`config.mk`:
```
export PLATFORM = sky130hd
export DESIGN_NAME = keycode_event_decoder
export DESIGN_NICKNAME = d
export VERILOG_FILES = /design/src/rtl/keycode_pkg.sv /design/src/rtl/evt_fifo.sv /design/src/rtl/keycode_event_decoder.sv
export SDC_FILE = /design/constraint.sdc
export NUM_CORES = 1
export LEC_CHECK = 0
export CAP_MARGIN = 20
export CORE_MARGIN = 4
export CORE_UTILIZATION = 35
export DETAILED_ROUTE_END_ITERATION = 10
export PLACE_DENSITY = 0.62
export SKIP_CTS_REPAIR_TIMING = 1
export SLEW_MARGIN = 20
export SYNTH_ARGS = -nofsm -noshare
export SYNTH_HDL_FRONTEND = slang
export SYNTH_SLANG_ARGS = --single-unit
```
`constraint.sdc`:
```
create_clock -name Clk -period 4.05 [get_ports Clk]
set_input_delay 1.215 -clock Clk [delete_from_list [all_inputs] [get_ports Clk]]
set_output_delay 1.215 -clock Clk [all_outputs]
set_load 0.05 [all_outputs]
```
`src/rtl/keycode_pkg.sv`:
```
// keycode_pkg: HID key codes, key event record and event FSM states shared by keycode_event_decoder
package keycode_pkg;
  localparam logic [7:0] HID_A = 8'h04;
  localparam logic [7:0] HID_D = 8'h07;
  localparam logic [7:0] HID_SPACE = 8'h2C;
  typedef struct packed {
    logic [7:0] code;
    logic       press;
  } key_evt_t;
  typedef enum logic [1:0] {IDLE, EMIT_REL, EMIT_PRESS} evt_state_e;
endpackage

```
`src/rtl/evt_fifo.sv`:
```
// evt_fifo: sync key_evt_t FIFO (clk, active-low sync rst_n, push/din in, pop in, dout/full/empty out); dout reads 0 when empty
module evt_fifo import keycode_pkg::*; #(
  parameter int DEPTH = 4
) (
  input  logic     clk,
  input  logic     rst_n,
  input  logic     push,
  input  logic     pop,
  input  key_evt_t din,
  output key_evt_t dout,
  output logic     full,
  output logic     empty
);
  localparam int AW = $clog2(DEPTH);
  localparam int PW = AW + 1;
  logic [AW:0] wr_q, wr_d, rd_q, rd_d;
  logic do_push, do_pop;
  key_evt_t mem_q [DEPTH];
  always_comb begin
    empty = wr_q == rd_q;
    full = wr_q[AW] != rd_q[AW] && wr_q[AW-1:0] == rd_q[AW-1:0];
    do_pop = pop && !empty;
    do_push = push && (!full || do_pop);
    wr_d = wr_q + PW'(do_push);
    rd_d = rd_q + PW'(do_pop);
    dout = empty ? '0 : mem_q[rd_q[AW-1:0]];
  end
  always_ff @(posedge clk) begin
    if (!rst_n) begin
      wr_q <= '0;
      rd_q <= '0;
    end else begin
      wr_q <= wr_d;
      rd_q <= rd_d;
    end
  end
  always_ff @(posedge clk) if (do_push) mem_q[wr_q[AW-1:0]] <= din;
endmodule

```
`src/rtl/keycode_event_decoder.sv`:
```
// keycode_event_decoder: debounces the HID keycode into press/release events (valid/ready FIFO), held bits and per-frame latched left/right/fire
module keycode_event_decoder import keycode_pkg::*; #(
  parameter int         STABLE_CYCLES = 4,
  parameter int         FIFO_DEPTH = 4,
  parameter logic [7:0] KEY_LEFT = HID_A,
  parameter logic [7:0] KEY_RIGHT = HID_D,
  parameter logic [7:0] KEY_FIRE = HID_SPACE
) (
  input  logic       Clk,
  input  logic       Reset_n,
  input  logic [7:0] keycode,
  input  logic       frame_clk,
  input  logic       evt_ready,
  output logic       evt_valid,
  output logic [7:0] evt_code,
  output logic       evt_press,
  output logic [7:0] cur_code,
  output logic       left_held,
  output logic       right_held,
  output logic       fire_held,
  output logic       frame_tick,
  output logic       frame_left,
  output logic       frame_right,
  output logic       frame_fire,
  output logic       overflow
);
  localparam int CW = $clog2(STABLE_CYCLES + 1);
  localparam logic [CW-1:0] CMAX = CW'(STABLE_CYCLES);
  evt_state_e st_q, st_d;
  logic [7:0] k_q, cand_q, cur_q, cur_d, old_q, old_d;
  logic [CW-1:0] cnt_q, cnt_d;
  logic [2:0] sync_q, sticky_q, sticky_d, frame_q, frame_d, held, pv;
  logic tick_q, ovf_q, ovf_d, commit, push, pop, full, empty;
  key_evt_t push_evt, head;
  always_comb begin
    held = {cur_q == KEY_FIRE, cur_q == KEY_RIGHT, cur_q == KEY_LEFT};
    commit = st_q == IDLE && cnt_q == CMAX && cand_q != cur_q;
    cnt_d = k_q != cand_q ? CW'(1) : cnt_q == CMAX ? cnt_q : cnt_q + CW'(1);
    cur_d = commit ? cand_q : cur_q;
    old_d = commit ? cur_q : old_q;
    st_d = st_q == EMIT_REL ? (|cur_q ? EMIT_PRESS : IDLE) : st_q == EMIT_PRESS ? IDLE : !commit ? IDLE : |cur_q ? EMIT_REL : EMIT_PRESS;
    push = st_q != IDLE;
    push_evt.code = st_q == EMIT_REL ? old_q : cur_q;
    push_evt.press = st_q == EMIT_PRESS;
    pv = push_evt.press ? {push_evt.code == KEY_FIRE, push_evt.code == KEY_RIGHT, push_evt.code == KEY_LEFT} : 3'b000;
    pop = !empty && evt_ready;
    ovf_d = ovf_q | (push && full && !pop);
    sticky_d = tick_q ? 3'b000 : sticky_q | pv;
    frame_d = tick_q ? held | sticky_q | pv : frame_q;
  end
  always_ff @(posedge Clk) begin
    if (!Reset_n) begin
      st_q <= IDLE;
      k_q <= '0;
      cand_q <= '0;
      cnt_q <= '0;
      cur_q <= '0;
      old_q <= '0;
      sync_q <= '0;
      tick_q <= 1'b0;
      sticky_q <= '0;
      frame_q <= '0;
      ovf_q <= 1'b0;
    end else begin
      st_q <= st_d;
      k_q <= keycode;
      cand_q <= k_q;
      cnt_q <= cnt_d;
      cur_q <= cur_d;
      old_q <= old_d;
      sync_q <= {sync_q[1:0], frame_clk};
      tick_q <= sync_q[1] & ~sync_q[2];
      sticky_q <= sticky_d;
      frame_q <= frame_d;
      ovf_q <= ovf_d;
    end
  end
  evt_fifo #(.DEPTH(FIFO_DEPTH)) u_fifo (
    .clk(Clk),
    .rst_n(Reset_n),
    .push(push),
    .pop(pop),
    .din(push_evt),
    .dout(head),
    .full(full),
    .empty(empty)
  );
  assign evt_valid = !empty;
  assign evt_code = head.code;
  assign evt_press = head.press;
  assign cur_code = cur_q;
  assign {fire_held, right_held, left_held} = held;
  assign frame_tick = tick_q;
  assign {frame_fire, frame_right, frame_left} = frame_q;
  assign overflow = ovf_q;
endmodule

```
==> flow_metrics.env, run 1 <==
export IMPL_rsz0062_at_grt="no"
export IMPL_timing_hold_violations_final=0
export IMPL_synth_fp_nets=329
export IMPL_worst_ir_drop_vdd_mv=0.225
export IMPL_maximum_number_of_pins_on_one_net_before_global_route_repair=26
export IMPL_antenna_violating_nets_left=0
export IMPL_placedInstanceArea_um2=4280
export IMPL_synth_sequential_area_ratio=0.576
export IMPL_final_setup_skew_ns=0.0108
export IMPL_die_height_um=112
export IMPL_gp_routability_congestion=0.747
export IMPL_finalPower_uw=1550
export IMPL_arr_time_crit_path_ns=2.44
export IMPL_numClockSinks=90
export IMPL_status="finished, final reports clean"
export IMPL_worst_path_max_fanout=11
export IMPL_topRoutingLayerUsed="met4"
export IMPL_finalWorstSetupSlack_ns=0.394
export IMPL_post_synth_instance_area_um2=3750
export IMPL_route_layer_met1_wl_mm=3.34
export IMPL_drt_drc_violations_left=0
export IMPL_antenna_found_initial=0
export IMPL_final_fill_count=997
export IMPL_number_of_global_route_vias_before_repair=2253
export IMPL_mostFrequentLayoutCells="sky130_fd_sc_hd__dfxtp_1 (54), sky130_fd_sc_hd__clkdlybuf4s50_1 (37), sky130_fd_sc_hd__edfxtp_1 (36)"
export IMPL_kind_of_start_point_of_the_critical_path="register"
export IMPL_post_route_min_period_ns=3.66
export IMPL_synth_distinct_cells=38
export IMPL_cts_made_buffers=9
export IMPL_die_area_um2=12400
export IMPL_ctsRootBufferMaster="sky130_fd_sc_hd__clkbuf_8"
export IMPL_tns_ns=0
export IMPL_die_width_um=112
export IMPL_port_buffer_count=37
export IMPL_routed_wl_met2_mm=3.01
export IMPL_synthCells=308
export IMPL_worstSkewPairLatency_ns=0.36
export IMPL_power_density_nw_per_um2=347
export IMPL_timing_critical_path_required_ns=2.83
export IMPL_path_clk_slew_ns=0.09
export IMPL_floorplan_io_pins=38
export IMPL_synthesis_yosys_warnings=0
export IMPL_finalSetupViolations=0
export IMPL_multi_input_comb_area_um2=1490
export IMPL_power_leakage_uw=0.00172
export IMPL_synth_avg_cell_area_um2=12.2
export IMPL_num_vias=2323
export IMPL_final_layout_size_suffix_gt1_frac=0.124
export IMPL_wl_mm=6.93
export IMPL_drt_iter0_drc=94
export IMPL_critPathKind="register to primary output"
export IMPL_design_core_area_um2=10400
export IMPL_clock_path_buffers=2
export IMPL_final_max_slew_violation_count=0
export IMPL_highest_clock_frequency_the_design_can_meet_mhz=274
export IMPL_drt_pass1_iterations=4
export IMPL_avgRoutedWirePerCell_um=14.1
export IMPL_cts_tree="built"
export IMPL_worstHoldPathCells=1
export IMPL_dp_hpwl_mm=5.02
export IMPL_area_growth_pct=18.7
export IMPL_floorplan_initialDensity=0.362
export IMPL_nNetsFinal=371
export IMPL_layout_cell_area_non_filler_um2=4460
export IMPL_layout_cells_most_common="sky130_fd_sc_hd__dfxtp_1"
export IMPL_antenna_cells=0
export IMPL_reg2regPathDepth=3
export IMPL_synth_ff_latch_count=90
export IMPL_pre_cts_ws_ns=0.763
export IMPL_first_pass_grt_wire_length_mm=11.4
export IMPL_timing_worst_slew_pin_value_ns=0.881
export IMPL_vias_per_cell=4.73
export IMPL_row_count=37
export IMPL_globalRouteTotalUtil=0.116
export IMPL_met3WireLength_um=445
export IMPL_critPathCaptureType="primary output"
export IMPL_fin_crit_sh=0.903
export IMPL_globalRoute_totalOverflow=0
export IMPL_register_area_um2=2160
export IMPL_maxSlewHeadroom=0.411
export IMPL_maxCapViolations=0
export IMPL_cts_htree_levels=3
export IMPL_min_delay_path_class="register to register"
flip-flops by register name, summed over array words and instances, names as in the netlist, 8 cells and up:
| name | flops |
|---|---|
| old_q | 8 |
| u_fifo.mem_q | 36 |
| cand_q | 8 |
| cur_code | 8 |
| k_q | 8 |
path summary, 6_finish.rpt:
| kind | startpoint | endpoint | slack (ns) |
|---|---|---|---|
| setup reg to reg | u_fifo.rd_q[1]$_SDFF_PN0_ | u_fifo.mem_q[3][3]$_DFFE_PP_ | 1.90 |
| setup / recovery | u_fifo.rd_q[1]$_SDFF_PN0_ | evt_code[6] | 0.39 |
| hold reg to reg | sync_q[2]$_SDFF_PN0_ | frame_tick$_SDFF_PN0_ | 0.39 |
| hold / removal | sync_q[2]$_SDFF_PN0_ | frame_tick$_SDFF_PN0_ | 0.39 |
area by class of cell:
class | count | share of cell area
tap | 136 | 0.0382
multi-input combinational | 195 | 0.334
clock inverter | 7 | 0.0115
clock buffer | 9 | 0.0278
sequential | 90 | 0.485
timing repair buffer | 44 | 0.0949
inverter | 10 | 0.00842
critical path: stages, from the launching register on:
cell and delay (ns):
sky130_fd_sc_hd__dfxtp_1 0.66, sky130_fd_sc_hd__xnor2_1 0.17, sky130_fd_sc_hd__nand2_1 0.10, sky130_fd_sc_hd__nor2_1 0.05, sky130_fd_sc_hd__buf_4 0.17, sky130_fd_sc_hd__nor2b_1 0.12
sky130_fd_sc_hd__clkdlybuf4s50_1 0.81
synthesized netlist by cell type (all sizes together):
cell | number | area, um^2
dfxtp | 54 | 1080
nor4 | 5 | 43.8
nand3 | 6 | 30.0
and4b | 1 | 10.0
mux2i | 17 | 170
nor3 | 4 | 20.0
or3 | 2 | 12.5
or2 | 1 | 6.26
nor2 | 15 | 56.3
a21oi | 2 | 21.3
inv | 10 | 37.5
nor2b | 10 | 62.6
and3b | 1 | 8.76
nand3b | 1 | 7.51
and2 | 23 | 144
nand2 | 35 | 131
nand4 | 1 | 6.26
o21ai | 6 | 30.0
a31oi | 4 | 25.0
mux4 | 9 | 203
mux2 | 8 | 90.1
ha | 9 | 113
a41oi | 4 | 35.0
clkbuf | 7 | 26.3
edfxtp | 36 | 1080
xnor2 | 5 | 43.8
nor4b | 2 | 17.5
buf | 6 | 38.8
nand2b | 2 | 12.5
and3 | 1 | 6.26
o21a | 2 | 15.0
a41o | 1 | 10.0
xor2 | 17 | 149
nor3b | 1 | 7.51
metal layers:
| metal | GRT usage | vias to the layer above |
|---|---|---|
| met2 | 0.179 | 55 |
| met1 | 0.151 | 1087 |
| met3 | 0.0440 | 13 |
| met4 | 0.0373 | 0 |
| li1 | - | 1168 |
| met5 | 0 | - |
power by group:
group          switching [uW]  internal (uW)  total [uW]
Combinational            26.6           26.6        53.2
Clock                     316            225         541
Sequential               8.27            944         952
Total                     351           1200        1550
cells by family after synthesis:
group	count (synthesis)	share of synthesized area
and+or+nand+nor	111	0.155
DFF	90	0.576
muxes	34	0.123
buffers and inverters	23	0.0273
xor gates and xnor gates	22	0.0513
AOI/OAI and AO/OA	19	0.0363
adders and majority gates	9	0.0300
metrics by stage:
step | std cells | hold WS (ns) | utilization
after floorplan | 308 | 0.367 | -
after global placement | 475 | 0.372 | 0.413
after detailed placement | 475 | 0.376 | 0.413
after CTS | 491 | 0.389 | 0.430
after global routing | 491 | 0.405 | 0.430
final | 491 | 0.385 | 0.430
Note: power is estimated with default switching activity, not from simulation.
==> run 2, diff against run 1 <==
- RECOVER_POWER: unset -> 50
==> run 2 against run 1 <==
Net effect:
- wire length about the same
- clock skew about the same
- hold slack about the same
- die area unchanged
- highest routed layer unchanged
- utilization down 0.11 points
- combinational power down 2%
- critical path depth unchanged
- flip-flop and latch count unchanged
- first-iteration DRC count up 1.1%
==> flow_metrics.env, run 2 (synthesis gave the netlist of run 1 again) <==
export IMPL_avgRoutedWirePerCell_um=14.1
export IMPL_antenna_cells=0
export IMPL_r2r_setup_slack_ns=1.76
export IMPL_nNetsFinal=371
export IMPL_final_layout_size_suffix_gt1_frac=0.0958
export IMPL_cts_tree="built"
export IMPL_finalPower_uw=1550
export IMPL_critPathKind="register to primary output"
export IMPL_path_clk_slew_ns=0.09
export IMPL_fin_crit_sh=0.901
export IMPL_die_area_um2=12400
export IMPL_vias_per_cell=4.74
export IMPL_globalRoute_totalOverflow=0
export IMPL_maxCapViolations=0
export IMPL_floorplan_initialDensity=0.362
export IMPL_tns_ns=0
export IMPL_critical_path_cell_chain="xnor2_1, nand2_1, nor2_1, buf_4, nor2b_1, clkdlybuf4s50_1"
export IMPL_row_count=37
export IMPL_area_growth_pct=18.4
export IMPL_final_setup_skew_ns=0.0113
export IMPL_min_delay_path_class="register to register"
export IMPL_die_width_um=112
export IMPL_floorplan_io_pins=38
export IMPL_cts_made_buffers=9
export IMPL_final_fill_count=999
export IMPL_drt_pass1_iterations=4
export IMPL_path_buf_inv=2
export IMPL_critPathCaptureType="primary output"
export IMPL_power_leakage_uw=0.00171
export IMPL_cts_htree_levels=3
export IMPL_num_vias=2325
export IMPL_rsz0062_at_grt="no"
export IMPL_critical_path_max_stage_delay_ns=0.81
export IMPL_power_density_nw_per_um2=348
export IMPL_layout_cells_most_common="sky130_fd_sc_hd__dfxtp_1"
export IMPL_port_buffer_count=37
export IMPL_instances_no_fill=491
export IMPL_crit_slowest_cell="sky130_fd_sc_hd__clkdlybuf4s50_1"
export IMPL_final_max_slew_violation_count=0
export IMPL_kind_of_start_point_of_the_critical_path="register"
export IMPL_design_core_area_um2=10400
export IMPL_antenna_found_initial=0
export IMPL_finalSetupViolations=0
export IMPL_finalWorstSetupSlack_ns=0.399
export IMPL_worst_ir_drop_vdd_mv=0.224
export IMPL_globalRouteTotalUtil=0.116
export IMPL_arr_time_crit_path_ns=2.44
export IMPL_timing_worst_slew_pin_value_ns=0.891
export IMPL_dp_hpwl_mm=5.02
export IMPL_crit_family="buffers and inverters"
export IMPL_largest_register_ff_count=36
export IMPL_pre_cts_ws_ns=0.763
export IMPL_wl_mm=6.93
export IMPL_worst_path_max_fanout=11
export IMPL_clock_path_buffers=2
export IMPL_antenna_violating_nets_left=0
export IMPL_die_height_um=112
export IMPL_numPlacedInstances=475
export IMPL_first_pass_grt_wire_length_mm=11.4
export IMPL_maxSlewHeadroom=0.404
export IMPL_status="finished, final reports clean"
export IMPL_worstSkewPairLatency_ns=0.36
export IMPL_maximum_number_of_pins_on_one_net_before_global_route_repair=26
export IMPL_mostFrequentLayoutCells="sky130_fd_sc_hd__dfxtp_1 (54), sky130_fd_sc_hd__edfxtp_1 (36), sky130_fd_sc_hd__nand2_1 (35), sky130_fd_sc_hd__clkdlybuf4s50_1 (35)"
export IMPL_highest_clock_frequency_the_design_can_meet_mhz=274
export IMPL_drt_iter0_drc=95
export IMPL_drt_drc_violations_left=0
export IMPL_ctsRootBufferMaster="sky130_fd_sc_hd__clkbuf_8"
export IMPL_timing_critical_path_required_ns=2.83
export IMPL_timing_hold_violations_final=0
export IMPL_numClockSinks=90
export IMPL_post_route_min_period_ns=3.65
export IMPL_gp_routability_congestion=0.747
export IMPL_number_of_global_route_vias_before_repair=2253
export IMPL_finalCoreUtilization=0.429
-- run 2: cell types whose count changed in the layout (fill, tap and decap cells not counted), sizes merged --
| cell | delta |
|---|---|
| clkdlybuf4s50 | -2 |
| dlygate4sd3 | +2 |
| clkbuf | +3 |
| buf | -3 |
-- run 2: layer usage --
metal,up-vias,part of all wire,global-route usage
met4,0,0.020,0.0373
met1,1082,0.48,0.151
met2,60,0.43,0.179
met5,-,0,0
li1,1170,-,-
met3,13,0.068,0.0440
-- run 2: layout make-up --
type                       count  area (um^2)  share of cell area
inverter                      10         37.5             0.00845
clock buffer                   9          124              0.0279
sequential                    90         2160               0.486
clock inverter                 7         51.3              0.0115
timing repair buffer          44          412              0.0926
multi-input combinational    195         1490               0.335
tap                          136          170              0.0383
-- run 2: worst paths after layout --
kind,start,depth (start not counted),end
max reg2reg,u_fifo.rd_q[1]$_SDFF_PN0_,5,u_fifo.mem_q[1][1]$_DFFE_PP_
min reg2reg,sync_q[2]$_SDFF_PN0_,1,frame_tick$_SDFF_PN0_
min,sync_q[2]$_SDFF_PN0_,1,frame_tick$_SDFF_PN0_
max,u_fifo.rd_q[1]$_SDFF_PN0_,6,evt_code[6]
-- run 2: per-stage QoR --
| stage | cell area, um^2 | hold slack, ns |
|---|---|---|
| 2_1_floorplan | 3750 | 0.367 |
| 3_3_place_gp | 4280 | 0.372 |
| 3_5_place_dp | 4280 | 0.376 |
| 4_1_cts | 4460 | 0.389 |
| 5_1_grt | 4440 | 0.405 |
| 6_report | 4440 | 0.385 |
-- run 2: report_power, final --
| group | switching, uW | internal (uW) | total, uW |
|---|---|---|---|
| Combinational | 26.7 | 25.2 | 51.9 |
| Clock | 316 | 225 | 541 |
| Sequential | 8.31 | 944 | 952 |
| Total | 351 | 1190 | 1550 |
